==> src/rtl/controller_pkg.sv <==
// ============================================================================
// Module      : controller_pkg
// Description : Shared types and encodings for the multicycle RV32I control
//               FSM: state enum, opcodes, ALU_op codes, mux selects and
//               immediate formats.
// Revision    : 1.0 - initial release
// ============================================================================
`default_nettype none

package controller_pkg;

   // Control FSM states
   typedef enum logic [3:0] {
      S_FETCH     = 4'd0,
      S_DECODE    = 4'd1,
      S_MEM_ADR   = 4'd2,
      S_MEM_READ  = 4'd3,
      S_MEM_WB    = 4'd4,
      S_MEM_WRITE = 4'd5,
      S_EXECUTE_R = 4'd6,
      S_EXECUTE_I = 4'd7,
      S_UI        = 4'd8,
      S_ALU_WB    = 4'd9,
      S_BEQ       = 4'd10,
      S_JALR      = 4'd11,
      S_JAL       = 4'd12,
      S_TRAP      = 4'd13
   } ctrl_state_t;

   // RV32I major opcodes
   localparam logic [6:0] C_OP_LOAD   = 7'b0000011;
   localparam logic [6:0] C_OP_STORE  = 7'b0100011;
   localparam logic [6:0] C_OP_RTYPE  = 7'b0110011;
   localparam logic [6:0] C_OP_ITYPE  = 7'b0010011;
   localparam logic [6:0] C_OP_BRANCH = 7'b1100011;
   localparam logic [6:0] C_OP_JAL    = 7'b1101111;
   localparam logic [6:0] C_OP_JALR   = 7'b1100111;
   localparam logic [6:0] C_OP_LUI    = 7'b0110111;
   localparam logic [6:0] C_OP_AUIPC  = 7'b0010111;

   localparam logic [2:0] C_F3_BEQ    = 3'b000;

   // ALU_op codes, shared with the ALU decoder
   localparam logic [1:0] C_ALUOP_ADD   = 2'b00;
   localparam logic [1:0] C_ALUOP_SUB   = 2'b01;
   localparam logic [1:0] C_ALUOP_FUNCT = 2'b10;
   localparam logic [1:0] C_ALUOP_UI    = 2'b11;

   // Result mux selects
   localparam logic [1:0] C_RES_ALUOUT = 2'b00;
   localparam logic [1:0] C_RES_MEMDAT = 2'b01;
   localparam logic [1:0] C_RES_ALU    = 2'b10;

   // ALU operand A selects
   localparam logic [1:0] C_SRCA_PC    = 2'b00;
   localparam logic [1:0] C_SRCA_OLDPC = 2'b01;
   localparam logic [1:0] C_SRCA_RS1   = 2'b10;

   // ALU operand B selects
   localparam logic [1:0] C_SRCB_RS2  = 2'b00;
   localparam logic [1:0] C_SRCB_IMM  = 2'b01;
   localparam logic [1:0] C_SRCB_FOUR = 2'b10;

   // Memory address selects
   localparam logic C_ADR_PC     = 1'b0;
   localparam logic C_ADR_RESULT = 1'b1;

   // Immediate formats
   localparam logic [2:0] C_IMM_I = 3'b000;
   localparam logic [2:0] C_IMM_S = 3'b001;
   localparam logic [2:0] C_IMM_B = 3'b010;
   localparam logic [2:0] C_IMM_J = 3'b011;
   localparam logic [2:0] C_IMM_U = 3'b100;

endpackage

`default_nettype wire

==> src/rtl/instr_decoder.sv <==
// ============================================================================
// Module      : instr_decoder
// Description : Combinational opcode to immediate-format map feeding the
//               immediate extender. Opcodes without an immediate give I.
// Revision    : 1.0 - initial release
// ============================================================================
`default_nettype none

module instr_decoder
   import controller_pkg::*;
(
   input  logic [6:0] opcode_i,
   output logic [2:0] imm_src_o
);

   // Immediate format from opcode alone, valid in every FSM state
   always_comb begin
      imm_src_o = C_IMM_I;
      case (opcode_i)
         C_OP_LOAD,
         C_OP_ITYPE,
         C_OP_JALR:   imm_src_o = C_IMM_I;
         C_OP_STORE:  imm_src_o = C_IMM_S;
         C_OP_BRANCH: imm_src_o = C_IMM_B;
         C_OP_JAL:    imm_src_o = C_IMM_J;
         C_OP_LUI,
         C_OP_AUIPC:  imm_src_o = C_IMM_U;
         default:     imm_src_o = C_IMM_I;
      endcase
   end

endmodule

`default_nettype wire

==> src/rtl/multicycle_controller.sv <==
// ============================================================================
// Module      : multicycle_controller
// Description : Main control FSM of the multicycle RV32I core. Sequences the
//               shared ALU, register file, instruction register and unified
//               memory port through fetch/decode/execute/memory/writeback.
// Revision    : 1.0 - initial release
// ============================================================================
`default_nettype none

module multicycle_controller
   import controller_pkg::*;
(
   input  logic       clk,
   input  logic       reset,
   input  logic [6:0] opcode,
   input  logic [2:0] funct3,
   input  logic       zero,
   input  logic       mem_ready,
   output logic       pc_write,
   output logic       adr_src,
   output logic       mem_write,
   output logic       ir_write,
   output logic [1:0] result_src,
   output logic [1:0] alu_src_a,
   output logic [1:0] alu_src_b,
   output logic [1:0] ALU_op,
   output logic [2:0] imm_src,
   output logic       reg_write,
   output logic       retire,
   output logic       illegal
);

   ctrl_state_t state_q;
   ctrl_state_t state_d;
   ctrl_state_t out_state;
   logic        pc_update;
   logic        branch;

   instr_decoder u_instr_decoder (
      .opcode_i  (opcode),
      .imm_src_o (imm_src)
   );

   // State register; reset always returns to FETCH, including out of TRAP
   always_ff @(posedge clk) begin
      if (reset) begin
         state_q <= S_FETCH;
      end else begin
         state_q <= state_d;
      end
   end

   // Next-state sequencing
   always_comb begin
      state_d = state_q;
      case (state_q)
         S_FETCH:     state_d = mem_ready ? S_DECODE : S_FETCH;
         S_DECODE: begin
            case (opcode)
               C_OP_LOAD,
               C_OP_STORE:  state_d = S_MEM_ADR;
               C_OP_RTYPE:  state_d = S_EXECUTE_R;
               C_OP_ITYPE:  state_d = S_EXECUTE_I;
               C_OP_BRANCH: state_d = (funct3 == C_F3_BEQ) ? S_BEQ : S_TRAP;
               C_OP_JAL:    state_d = S_JAL;
               C_OP_JALR:   state_d = S_JALR;
               C_OP_LUI,
               C_OP_AUIPC:  state_d = S_UI;
               default:     state_d = S_TRAP;
            endcase
         end
         S_MEM_ADR:   state_d = opcode[5] ? S_MEM_WRITE : S_MEM_READ;
         S_MEM_READ:  state_d = mem_ready ? S_MEM_WB : S_MEM_READ;
         S_MEM_WB:    state_d = S_FETCH;
         S_MEM_WRITE: state_d = mem_ready ? S_FETCH : S_MEM_WRITE;
         S_EXECUTE_R: state_d = S_ALU_WB;
         S_EXECUTE_I: state_d = S_ALU_WB;
         S_UI:        state_d = S_ALU_WB;
         S_ALU_WB:    state_d = S_FETCH;
         S_BEQ:       state_d = S_FETCH;
         S_JALR:      state_d = S_JAL;
         S_JAL:       state_d = S_ALU_WB;
         S_TRAP:      state_d = S_TRAP;
         default:     state_d = S_TRAP;
      endcase
   end

   // While reset is high the outputs present FETCH decode with the PC and
   // IR load enables held off, so nothing is committed during reset
   assign out_state = reset ? S_FETCH : state_q;

   // Moore output decode; mem_ready only qualifies the memory-completion pulses
   always_comb begin
      adr_src    = C_ADR_PC;
      mem_write  = 1'b0;
      ir_write   = 1'b0;
      result_src = C_RES_ALUOUT;
      alu_src_a  = C_SRCA_PC;
      alu_src_b  = C_SRCB_RS2;
      ALU_op     = C_ALUOP_ADD;
      reg_write  = 1'b0;
      retire     = 1'b0;
      illegal    = 1'b0;
      pc_update  = 1'b0;
      branch     = 1'b0;
      case (out_state)
         S_FETCH: begin
            // PC + 4 goes straight to the PC while the instruction is latched
            adr_src    = C_ADR_PC;
            alu_src_a  = C_SRCA_PC;
            alu_src_b  = C_SRCB_FOUR;
            ALU_op     = C_ALUOP_ADD;
            result_src = C_RES_ALU;
            ir_write   = mem_ready & ~reset;
            pc_update  = mem_ready & ~reset;
         end
         S_DECODE: begin
            // Precompute old_pc + imm as the branch/JAL target
            alu_src_a = C_SRCA_OLDPC;
            alu_src_b = C_SRCB_IMM;
            ALU_op    = C_ALUOP_ADD;
         end
         S_MEM_ADR: begin
            alu_src_a = C_SRCA_RS1;
            alu_src_b = C_SRCB_IMM;
            ALU_op    = C_ALUOP_ADD;
         end
         S_MEM_READ: begin
            adr_src    = C_ADR_RESULT;
            result_src = C_RES_ALUOUT;
         end
         S_MEM_WB: begin
            result_src = C_RES_MEMDAT;
            reg_write  = 1'b1;
            retire     = 1'b1;
         end
         S_MEM_WRITE: begin
            adr_src    = C_ADR_RESULT;
            result_src = C_RES_ALUOUT;
            mem_write  = 1'b1;
            retire     = mem_ready;
         end
         S_EXECUTE_R: begin
            alu_src_a = C_SRCA_RS1;
            alu_src_b = C_SRCB_RS2;
            ALU_op    = C_ALUOP_FUNCT;
         end
         S_EXECUTE_I: begin
            alu_src_a = C_SRCA_RS1;
            alu_src_b = C_SRCB_IMM;
            ALU_op    = C_ALUOP_FUNCT;
         end
         S_UI: begin
            // ALU decoder picks lui vs auipc from opcode[5]
            alu_src_a = C_SRCA_OLDPC;
            alu_src_b = C_SRCB_IMM;
            ALU_op    = C_ALUOP_UI;
         end
         S_ALU_WB: begin
            result_src = C_RES_ALUOUT;
            reg_write  = 1'b1;
            retire     = 1'b1;
         end
         S_BEQ: begin
            // Subtract for the zero flag; target already sits in alu_out
            alu_src_a  = C_SRCA_RS1;
            alu_src_b  = C_SRCB_RS2;
            ALU_op     = C_ALUOP_SUB;
            result_src = C_RES_ALUOUT;
            branch     = 1'b1;
            retire     = 1'b1;
         end
         S_JALR: begin
            // Replace the decode-time target with rs1 + imm
            alu_src_a = C_SRCA_RS1;
            alu_src_b = C_SRCB_IMM;
            ALU_op    = C_ALUOP_ADD;
         end
         S_JAL: begin
            // PC loads the target from alu_out while ALU forms the link value
            alu_src_a  = C_SRCA_OLDPC;
            alu_src_b  = C_SRCB_FOUR;
            ALU_op     = C_ALUOP_ADD;
            result_src = C_RES_ALUOUT;
            pc_update  = 1'b1;
         end
         S_TRAP: begin
            illegal = 1'b1;
         end
         default: begin
            illegal = 1'b0;
         end
      endcase
   end

   assign pc_write = pc_update | (branch & zero);

endmodule

`default_nettype wire

==> config.mk <==
export PLATFORM = sky130hd
export DESIGN_NAME = multicycle_controller
export DESIGN_NICKNAME = d
export VERILOG_FILES = /design/src/rtl/controller_pkg.sv /design/src/rtl/instr_decoder.sv /design/src/rtl/multicycle_controller.sv
export SDC_FILE = /design/constraint.sdc
export NUM_CORES = 1
export LEC_CHECK = 0
export ABC_AREA = 1
export CAP_MARGIN = 10
export CORE_MARGIN = 1.5
export CORE_UTILIZATION = 44
export CTS_BUF_LIST = sky130_fd_sc_hd__clkbuf_4
export DETAILED_ROUTE_END_ITERATION = 16
export GPL_TIMING_DRIVEN = 0
export PLACE_DENSITY_LB_ADDON = 0.15
export SLEW_MARGIN = 20
export SYNTH_ARGS = -nofsm -noshare
export SYNTH_HDL_FRONTEND = slang
export SYNTH_SLANG_ARGS = --single-unit
==> constraint.sdc <==
create_clock -name clk -period 2.2 [get_ports clk]
set_clock_uncertainty 0.15 [all_clocks]
set_input_delay 0.44 -clock clk [delete_from_list [all_inputs] [get_ports clk]]
set_output_delay 0.44 -clock clk [all_outputs]
set_load 0.01 [all_outputs]
==> results of run 1 <==
-- placed cells by master, fill, tap and decap left out, drive strengths merged --
cell / count
a21oi: 3
a31oi: 1
and2: 2
buf: 10
clkbuf: 4
clkdlybuf4s15: 1
clkdlybuf4s50: 12
clkinv: 1
clkinvlp: 1
dfxtp: 4
dlygate4sd2: 11
dlymetal6s2s: 4
inv: 21
nand2: 38
nand3: 10
nand3b: 2
nor2: 20
nor3: 4
o2111ai: 1
o21ai: 9
o221ai: 1
o22ai: 1
-- power groups by stage --
stage | combinational (mW) | sequential (mW) | clock, mW
after global routing | 0.523 | 0.163 | 0.0980
after floorplan | 0.287 | 0.138 | 0
after global placement | 0.468 | 0.144 | 0
after CTS | 0.479 | 0.161 | 0.0931
after detailed placement | 0.479 | 0.148 | 0
final | 0.489 | 0.160 | 0.0945
-- stage by stage --
step	worst slack (ns)	total power, mW	TNS (ns)	utilization [%]	hold WS (ns)
CTS	-0.0488	0.733	-0.0488	79.2	0.291
detailed placement	-0.499	0.627	-2.02	72.3	0.524
global placement	-0.473	0.611	-1.88	72.3	0.527
floorplan	0.411	0.424	0	-	0.467
global route	-0.0357	0.785	-0.0357	81.6	0.313
finish	0.0187	0.744	0	81.6	0.293
-- how the worst max path moves through the flow --
stage          startpoint         end  slack [ns]  depth (start not counted)
2_1_floorplan       reset      retire        0.41                          6
3_3_place_gp    opcode[1]  imm_src[0]       -0.47                          6
3_5_place_dp    opcode[1]  imm_src[0]       -0.50                          6
4_1_cts         opcode[3]  imm_src[0]       -0.05                          7
5_1_grt         opcode[1]  imm_src[1]       -0.04                          6
6_report        opcode[1]  imm_src[1]        0.02                          6
-- critical path, stage by stage --
cell and delay [ns]:
clkdlybuf4s50_1 0.48, nand2_2 0.10, nor2_2 0.17, o21ai_2 0.08, inv_1 0.05, dlygate4sd2_1 0.26
-- cells by family after synthesis --
family                 count (synthesis)  synth area share [%]
AO/OA/AOI/OAI                         16                  15.8
buffers and inverters                 24                  14.5
flip-flops                             4                  12.2
AND/OR/NAND/NOR                       76                  57.5
-- area by class of cell --
type / instances / share of cell area (%)
Buffer: 1 / 0.681
Clock buffer: 3 / 2.04
Inverter: 23 / 8.29
Multi-Input combinational cell: 92 / 47.7
Sequential cell: 4 / 8.17
Tap cell: 15 / 1.70
Timing Repair Buffer: 38 / 31.4
-- layer usage --
metal  vias up  GRT usage, %  routed length (µm)
li1        463             -                   -
met1       405          29.8                 912
met2        39          41.3                1100
met3         4          1.30                 114
met4         0          9.03                  37
met5         -             0                   0
-- timing repair --
action / in CTS / in global routing
endpoints found under the setup margin: 16 / 7
gates resized for setup: 37 / 9
buffers inserted: 4 / 4
pin swaps: 6 / 3
==> results.sh, run 1 <==
export IMPL_via_count=911
export IMPL_grt_pass1_vias=806
export IMPL_min_path_type="in -> reg"
export IMPL_max_flop_register="state_q"
export IMPL_vdd_drop_max_mv=0.333
export IMPL_placed_cells=165
export IMPL_min_to="state_q[1]"
export IMPL_wirelength_mm=2.16
export IMPL_io_buffers=30
export IMPL_pwr_share_clk_pct=12.7
export IMPL_areaGrowthSynthToFinish_pct=67.8
export IMPL_outcome="completed"
export IMPL_grt_start_max_net_pins=10
export IMPL_placed_area_um2=976
export IMPL_clock_sinks=4
export IMPL_ios=32
export IMPL_cp_required_ns=1.61
export IMPL_dp_hpwl_mm=1.55
export IMPL_max_cap_viol_count=0
export IMPL_crit_fanout=3
export IMPL_ys_ff_latch=4
export IMPL_start_kind="input port"
export IMPL_cts_buffers=3
export IMPL_vias_per_cell=5.18
export IMPL_synth_commonest_cells="nand2_1 (33), inv_1 (14), nand3_1 (10), nor2_1 (9), inv_2 (8)"
export IMPL_dr_pass1_iters=4
export IMPL_seq_power_share_pct=21.5
export IMPL_multiInputGateArea_um2=526
export IMPL_cts_hold_buf=0
export IMPL_synth_area_top_cells="nand2_1 (19%), dfxtp_1 (12%), inv_1 (8.0%)"
export IMPL_yosysMostFrequentCell="nand2_1"
export IMPL_rsz0062_at_grt="true"
export IMPL_largest_reg_flops=4
export IMPL_grt_overflow=0
export IMPL_reg_top3="state_q (4)"
export IMPL_seqCellArea_um2=90.1
export IMPL_synth_nets=134
export IMPL_period_share_pct=99.2
export IMPL_combPwrFrac_pct=65.7
export IMPL_relSlewSlack_pct=83.7
export IMPL_p_int_mw=0.372
export IMPL_final_hold_viol_count=0
export IMPL_drt_iter0_markers=41
export IMPL_cts_max_path_buffers=2
export IMPL_antenna_found_initial=0
export IMPL_place_gp_congestion=0.854
export IMPL_path_class="in -> out"
export IMPL_grt_pass1_wl_mm=3.27
export IMPL_rows=13
export IMPL_antenna_cells=0
export IMPL_core_mm2=0.00135
export IMPL_synth_cell_types=24
export IMPL_leakage_nw=0.599
export IMPL_dieWidth_um=41.6
export IMPL_clock_root_buffer="clkbuf_4"
export IMPL_avgRoutedWirePerCell_um=12.3
export IMPL_cts_max_level=1
export IMPL_synth_edff_count=0
export IMPL_synth_top_area_share_pct=18.9
export IMPL_drive_above_1_share_pct=35.4
export IMPL_clk_latency_ns=0.24
export IMPL_holdPathStages=2
export IMPL_worst_ep_arrival_time_ns=1.59
export IMPL_die_area_mm2=0.00173
export IMPL_initial_core_util_pct=48.7
export IMPL_nFillCells=112
export IMPL_async_flop_share_pct=0
export IMPL_fin_cells=176
export IMPL_syn_avg_cell_area_um2=5.47
export IMPL_nets=177
export IMPL_globalRouteTotalUtil_pct=23.5
export IMPL_reg2reg_from="state_q[2]"
export IMPL_finalMaxSlewViolations=0
export IMPL_synth_top_flop_cell="dfxtp_1"
export IMPL_synth_cells=120
export IMPL_hp_start="reset"
export IMPL_die_y_um=41.6
export IMPL_drc_errors=0
export IMPL_power_per_cell_area_mw_per_mm2=675
export IMPL_clkTransAtPathRegs_ns=0.04
export IMPL_tightestPinTransition_ns=0.243
export IMPL_cts_tree="yes"
export IMPL_setup_viol=0
export IMPL_period_needed_ns=2.18
export IMPL_worst_r2r_path_depth=7
export IMPL_finalInstanceArea_mm2=0.00110
export IMPL_syn_area_um2=657
export IMPL_yosys_warnings=0
export IMPL_yosysSeqAreaShare_pct=12.2
export IMPL_switching_share_pct=50.0
export IMPL_r2r_slack_ns=0.80
export IMPL_r2r_end="state_q[0]"
export IMPL_synth_largest_area_cell="nand2_1"
export IMPL_timing_fmax_mhz=458
export IMPL_cp_end_kind="output pin"
export IMPL_ant_nets=0
export IMPL_p_sw_mw=0.371
(Power assumes the default switching activity.)
==> run 2: changes to the inputs <==
ABC_AREA = 0   (was 1)
==> results.sh, run 2 <==
export IMPL_syn_area_um2=741
export IMPL_synth_largest_area_cell="dfxtp_1"
export IMPL_crit_start="state_q[0]"
export IMPL_grt_busiest_layer="met2"
export IMPL_die_y_um=44.0
export IMPL_areaGrowthSynthToFinish_pct=74.8
export IMPL_grt_use_met2_pct=46.8
export IMPL_nFillCells=104
export IMPL_slowest_delay_ns=0.31
export IMPL_min_path_type="in -> reg"
export IMPL_cts_buffers=3
export IMPL_synth_nets=124
export IMPL_start_kind="flop"
export IMPL_synth_area_top_cells="dfxtp_1 (11%), nor2_1 (7.1%), buf_2 (6.1%)"
export IMPL_period_needed_ns=2.19
export IMPL_die_area_mm2=0.00194
export IMPL_place_gp_congestion=0.812
export IMPL_ys_ff_latch=4
export IMPL_yosysSeqAreaShare_pct=10.8
export IMPL_yosysMostFrequentCell="nor2_1"
export IMPL_power_per_cell_area_mw_per_mm2=858
export IMPL_cts_max_path_buffers=2
export IMPL_timing_fmax_mhz=456
export IMPL_crit_slowest_cell="dfxtp_1"
export IMPL_dieWidth_um=44.0
export IMPL_final_hold_viol_count=0
export IMPL_vias_per_cell=6.43
export IMPL_cp_required_ns=1.61
export IMPL_synth_top_area_share_pct=10.8
export IMPL_cts_hold_buf=0
export IMPL_yosys_warnings=0
export IMPL_grt_overflow=0
export IMPL_clkTransAtPathRegs_ns=0.04
export IMPL_finalMaxSlewViolations=0
export IMPL_synth_cells=110
export IMPL_io_buffers=30
export IMPL_period_share_pct=99.7
export IMPL_cp_end_kind="output pin"
export IMPL_dr_pass1_iters=4
export IMPL_leakage_nw=0.596
export IMPL_final_cell_mix="buf_4 (12), nor2_1 (10), dlygate4sd2_1 (10), clkdlybuf4s50_1 (8), nand2_1 (7)"
export IMPL_crit_fanout=7
export IMPL_clk_latency_ns=0.23
export IMPL_max_cap_viol_count=0
export IMPL_cts_tree="yes"
export IMPL_synth_commonest_cells="nor2_1 (14), buf_2 (9), nand2_1 (8), and3_1 (6), o21ai_1 (6)"
export IMPL_r2r_slack_ns=0.67
export IMPL_reg2reg_from="state_q[0]"
export IMPL_globalRouteTotalUtil_pct=28.9
export IMPL_setup_viol=0
export IMPL_crit_chain="buf_6 > buf_4 > nor3_4 > and3_4 > a21o_1 > clkdlybuf4s15_1"
export IMPL_avgRoutedWirePerCell_um=17.9
export IMPL_grt_pass1_vias=898
export IMPL_grt_pass1_wl_mm=4.23
export IMPL_crit_end="pc_write"
export IMPL_synth_edff_count=0
export IMPL_vdd_drop_max_mv=0.895
export IMPL_max_flop_register="state_q"
export IMPL_rsz0062_at_grt="true"
export IMPL_largest_reg_flops=4
export IMPL_syn_avg_cell_area_um2=6.73
export IMPL_path_class="reg -> out"
export IMPL_initial_core_util_pct=48.1
export IMPL_via_count=1080
export IMPL_synth_cell_types=44
export IMPL_tightestPinTransition_ns=0.318
export IMPL_clock_sinks=4
export IMPL_antenna_found_initial=0
export IMPL_ant_nets=0
export IMPL_antenna_cells=0
export IMPL_worst_ep_arrival_time_ns=1.60
export IMPL_clock_root_buffer="clkbuf_4"
export IMPL_wirelength_mm=3.01
export IMPL_core_mm2=0.00154
export IMPL_pre_cts_ws_ns=-0.695
export IMPL_worst_r2r_path_depth=6
export IMPL_dp_hpwl_mm=1.60
export IMPL_relSlewSlack_pct=78.6
export IMPL_r2r_end="state_q[2]"
export IMPL_drc_errors=0
export IMPL_drive_above_1_share_pct=35.5
export IMPL_final_common_cell="buf_4"
export IMPL_nets=168
export IMPL_outcome="completed"
export IMPL_ios=32
export IMPL_cts_max_level=1
export IMPL_drt_iter0_markers=70
export IMPL_met3_usage_pct=2.45
export IMPL_async_flop_share_pct=0
export IMPL_synth_top_flop_cell="dfxtp_1"
export IMPL_setup_slack_ns=0.00578
export IMPL_grt_start_max_net_pins=11
export IMPL_reg_top3="state_q (4)"
export IMPL_tns_ns=0
export IMPL_rows=14
export IMPL_gr_usage_met1_pct=39.8
run 2: changes by cell type after synthesis, sizes merged, moves of 3 or more:
cell / change
inv: -18
buf: +9
nor2b: +5
nand2: -30
a211oi: +3
and3: +6
nand3: -8
nor2: -5
run 2: how the worst min path moves through the flow:
stage	endpoint	slack, ns	start	cells past startpoint
finish	state_q[0]	0.46	opcode[3]	4
global route	state_q[0]	0.48	opcode[3]	4
CTS	state_q[0]	0.45	opcode[3]	4
detailed placement	state_q[3]	0.57	state_q[3]	3
global placement	state_q[3]	0.57	state_q[3]	3
floorplan	state_q[3]	0.49	state_q[3]	3
run 2: per-stage QoR:
stage / instances / cell area, µm² / utilization (%) / hold WS [ns] / total power [mW]
floorplan: 110 / 741 / - / 0.494 / 0.538
global placement: 156 / 1060 / 68.8 / 0.575 / 0.749
detailed placement: 156 / 1060 / 68.8 / 0.575 / 0.765
CTS: 163 / 1190 / 77.0 / 0.452 / 0.923
global route: 168 / 1290 / 84.0 / 0.479 / 1.18
finish: 168 / 1290 / 84.0 / 0.461 / 1.11
run 2: cells by family after synthesis:
kind of cell / synth area share [%]
AO/OA/AOI/OAI: 33.3
buffers and inverters: 10.1
multiplexers: 2.70
XOR/XNOR: 3.55
flip-flops: 10.8
AND/OR/NAND/NOR: 39.5
run 2: routing by layer:
layer / routed length, µm / vias to the layer above
met2: 1530 / 65
met4: 59 / 0
met1: 1210 / 514
li1: - / 491
met3: 214 / 10
met5: 0 / -
run 2: critical path, delay by kind of cell (launching register included):
| kind | cells | cell delay (ns) |
|---|---|---|
| AO/OA/AOI/OAI | 1 | 0.10 |
| buffers and inverters | 3 | 0.53 |
| flip-flops | 1 | 0.31 |
| AND/OR/NAND/NOR | 2 | 0.43 |
run 2: final cells by class:
type	instances	area, µm²	area share (%)
Clock buffer	3	22.5	1.74
Timing Repair Buffer	39	334	25.8
Inverter	4	15.0	1.16
Buffer	11	119	9.18
Tap cell	16	20.0	1.55
Sequential cell	4	83.8	6.47
Multi-Input combinational cell	91	701	54.1
run 2: what timing repair did:
item                                    4_1_cts  5_1_grt
resized for setup                            55       29
pin swaps                                     2        4
endpoints found under the setup margin       18       12
endpoints found under the hold margin         0        0
setup buffers                                 4        5
run 2: power by group:
group | internal (mW) | total [mW] | switching [mW] | leakage [nW]
clock network | 0.0609 | 0.0898 | 0.0289 | 0.0138
registers | 0.100 | 0.129 | 0.0291 | 0.0335
logic | 0.422 | 0.892 | 0.470 | 0.549
==> run 3: changes to the inputs <==
ABC_AREA = not set   (was 0)
clock period = 2.7 ns   (was 2.2 ns; I/O delays follow)
==> results.sh, run 3 (same netlist as run 2, synthesis figures left out) <==
export IMPL_largest_reg_flops=4
export IMPL_clock_sinks=4
export IMPL_initial_core_util_pct=48.1
export IMPL_cts_tree="yes"
export IMPL_place_gp_congestion=0.812
export IMPL_period_share_pct=96.8
export IMPL_path_delay_family="buffers and inverters"
export IMPL_whs_ns=0.557
export IMPL_grt_overflow=0
export IMPL_vias_per_cell=5.94
export IMPL_wirelength_mm=2.16
export IMPL_antenna_cells=0
export IMPL_finalInstanceArea_mm2=0.00112
export IMPL_dp_hpwl_mm=1.60
export IMPL_r2r_slack_ns=1.28
export IMPL_finalPower_mw=0.709
export IMPL_nets=160
export IMPL_via_count=951
export IMPL_timing_fmax_mhz=382
export IMPL_finalMaxSlewViolations=0
export IMPL_final_hold_viol_count=0
export IMPL_nFillCells=149
export IMPL_vdd_drop_max_mv=0.605
export IMPL_power_per_cell_area_mw_per_mm2=634
export IMPL_rsz0062_at_grt="false"
export IMPL_max_flop_register="state_q"
export IMPL_path_buf_inv=2
export IMPL_final_cell_mix="clkdlybuf4s50_1 (22), nor2_1 (13), nand2_1 (8), and3_1 (6), o21ai_1 (6)"
export IMPL_final_common_cell="clkdlybuf4s50_1"
export IMPL_placed_cells=156
export IMPL_start_kind="input port"
export IMPL_tightestPinTransition_ns=0.317
export IMPL_ant_nets=0
export IMPL_clk_latency_ns=0.23
export IMPL_drc_errors=0
export IMPL_core_mm2=0.00154
export IMPL_drive_above_1_share_pct=18.1
export IMPL_die_area_mm2=0.00194
export IMPL_crit_chain="clkdlybuf4s50_1 > nor2b_4 > nand2_1 > a211oi_1 > dlygate4sd2_1"
export IMPL_cts_max_level=1
export IMPL_worst_ep_arrival_time_ns=1.92
export IMPL_antenna_found_initial=0
export IMPL_drt_iter0_markers=22
export IMPL_cts_buffers=3
export IMPL_path_class="in -> out"
export IMPL_reg_top3="state_q (4)"
export IMPL_clock_root_buffer="clkbuf_4"
export IMPL_avgRoutedWirePerCell_um=13.5
export IMPL_dr_pass1_iters=4
export IMPL_cp_required_ns=2.01
export IMPL_period_needed_ns=2.61
export IMPL_areaGrowthSynthToFinish_pct=51.0
export IMPL_crit_fanout=5
export IMPL_max_cap_viol_count=0
export IMPL_relSlewSlack_pct=78.8
export IMPL_placed_area_mm2=0.00106
export IMPL_tns_ns=0
export IMPL_cts_hold_buf=0
export IMPL_grt_start_max_net_pins=11
export IMPL_slowest_delay_ns=0.54
export IMPL_grt_pass1_vias=867
export IMPL_die_y_um=44.0
export IMPL_min_path_type="in -> reg"
export IMPL_grt_pass1_wl_mm=3.80
export IMPL_ios=32
export IMPL_leakage_nw=0.512
export IMPL_rows=14
export IMPL_cp_end_kind="output pin"
export IMPL_fin_cells=160
export IMPL_clkTransAtPathRegs_ns=0.04
export IMPL_crit_slowest_cell="clkdlybuf4s50_1"
export IMPL_io_buffers=30
export IMPL_setup_viol=0
export IMPL_globalRouteTotalUtil_pct=25.8
export IMPL_outcome="completed"
export IMPL_dieWidth_um=44.0
export IMPL_cts_max_path_buffers=2
## run 3: metal layers
metal | up-vias | global-route usage [%] | wire length (µm)
met4 | 0 | 11.5 | 0
li1 | 471 | - | -
met5 | - | 0 | 0
met1 | 443 | 35.2 | 977
met2 | 37 | 41.2 | 1080
met3 | 0 | 2.45 | 106
## run 3: report_power, final
| group | leakage [nW] | switching, mW | internal, mW |
|---|---|---|---|
| clock network | 0.0138 | 0.0231 | 0.0496 |
| registers | 0.0328 | 0.0177 | 0.0777 |
| logic | 0.465 | 0.285 | 0.255 |
| total | 0.512 | 0.326 | 0.383 |
## run 3: path summary, 6_finish.rpt
path | from | cells after the start | end
setup / recovery | opcode[5] | 5 | imm_src[1]
hold / removal | opcode[3] | 4 | state_q[0]
setup reg to reg | state_q[0] | 4 | state_q[3]
hold reg to reg | state_q[3] | 3 | state_q[3]
## run 3: worst register-to-register path: stages, from the launching register on
cell and delay, ns:
dfxtp_1 0.31, buf_2 0.20, buf_2 0.26, a21bo_1 0.23
a31oi_1 0.19
## run 3: layout make-up
class,instances,area (µm²),area share (%)
repair buffers,31,305,27.3
multi-input cells,91,602,53.8
clock buffers,3,22.5,2.01
inverters,4,15.0,1.34
well taps,16,20.0,1.79
flip-flops and latches,4,80.1,7.16
plain buffers,11,73.8,6.60
## run 3: metrics by stage
stage | setup slack [ns] | utilization, %
global route | 0.0177 | 72.6
finish | 0.0853 | 72.6
detailed placement | -0.395 | 68.8
floorplan | 0.511 | -
global placement | -0.398 | 68.8
CTS | -0.0130 | 71.8
## run 3: what timing repair did
item / in CTS / in global routing
setup buffers: 1 / 0
hold endpoints to repair: 0 / 0
resized for setup: 13 / 10
pin swaps: 1 / 1
setup endpoints to repair: 11 / 11
gates cloned: 0 / 0
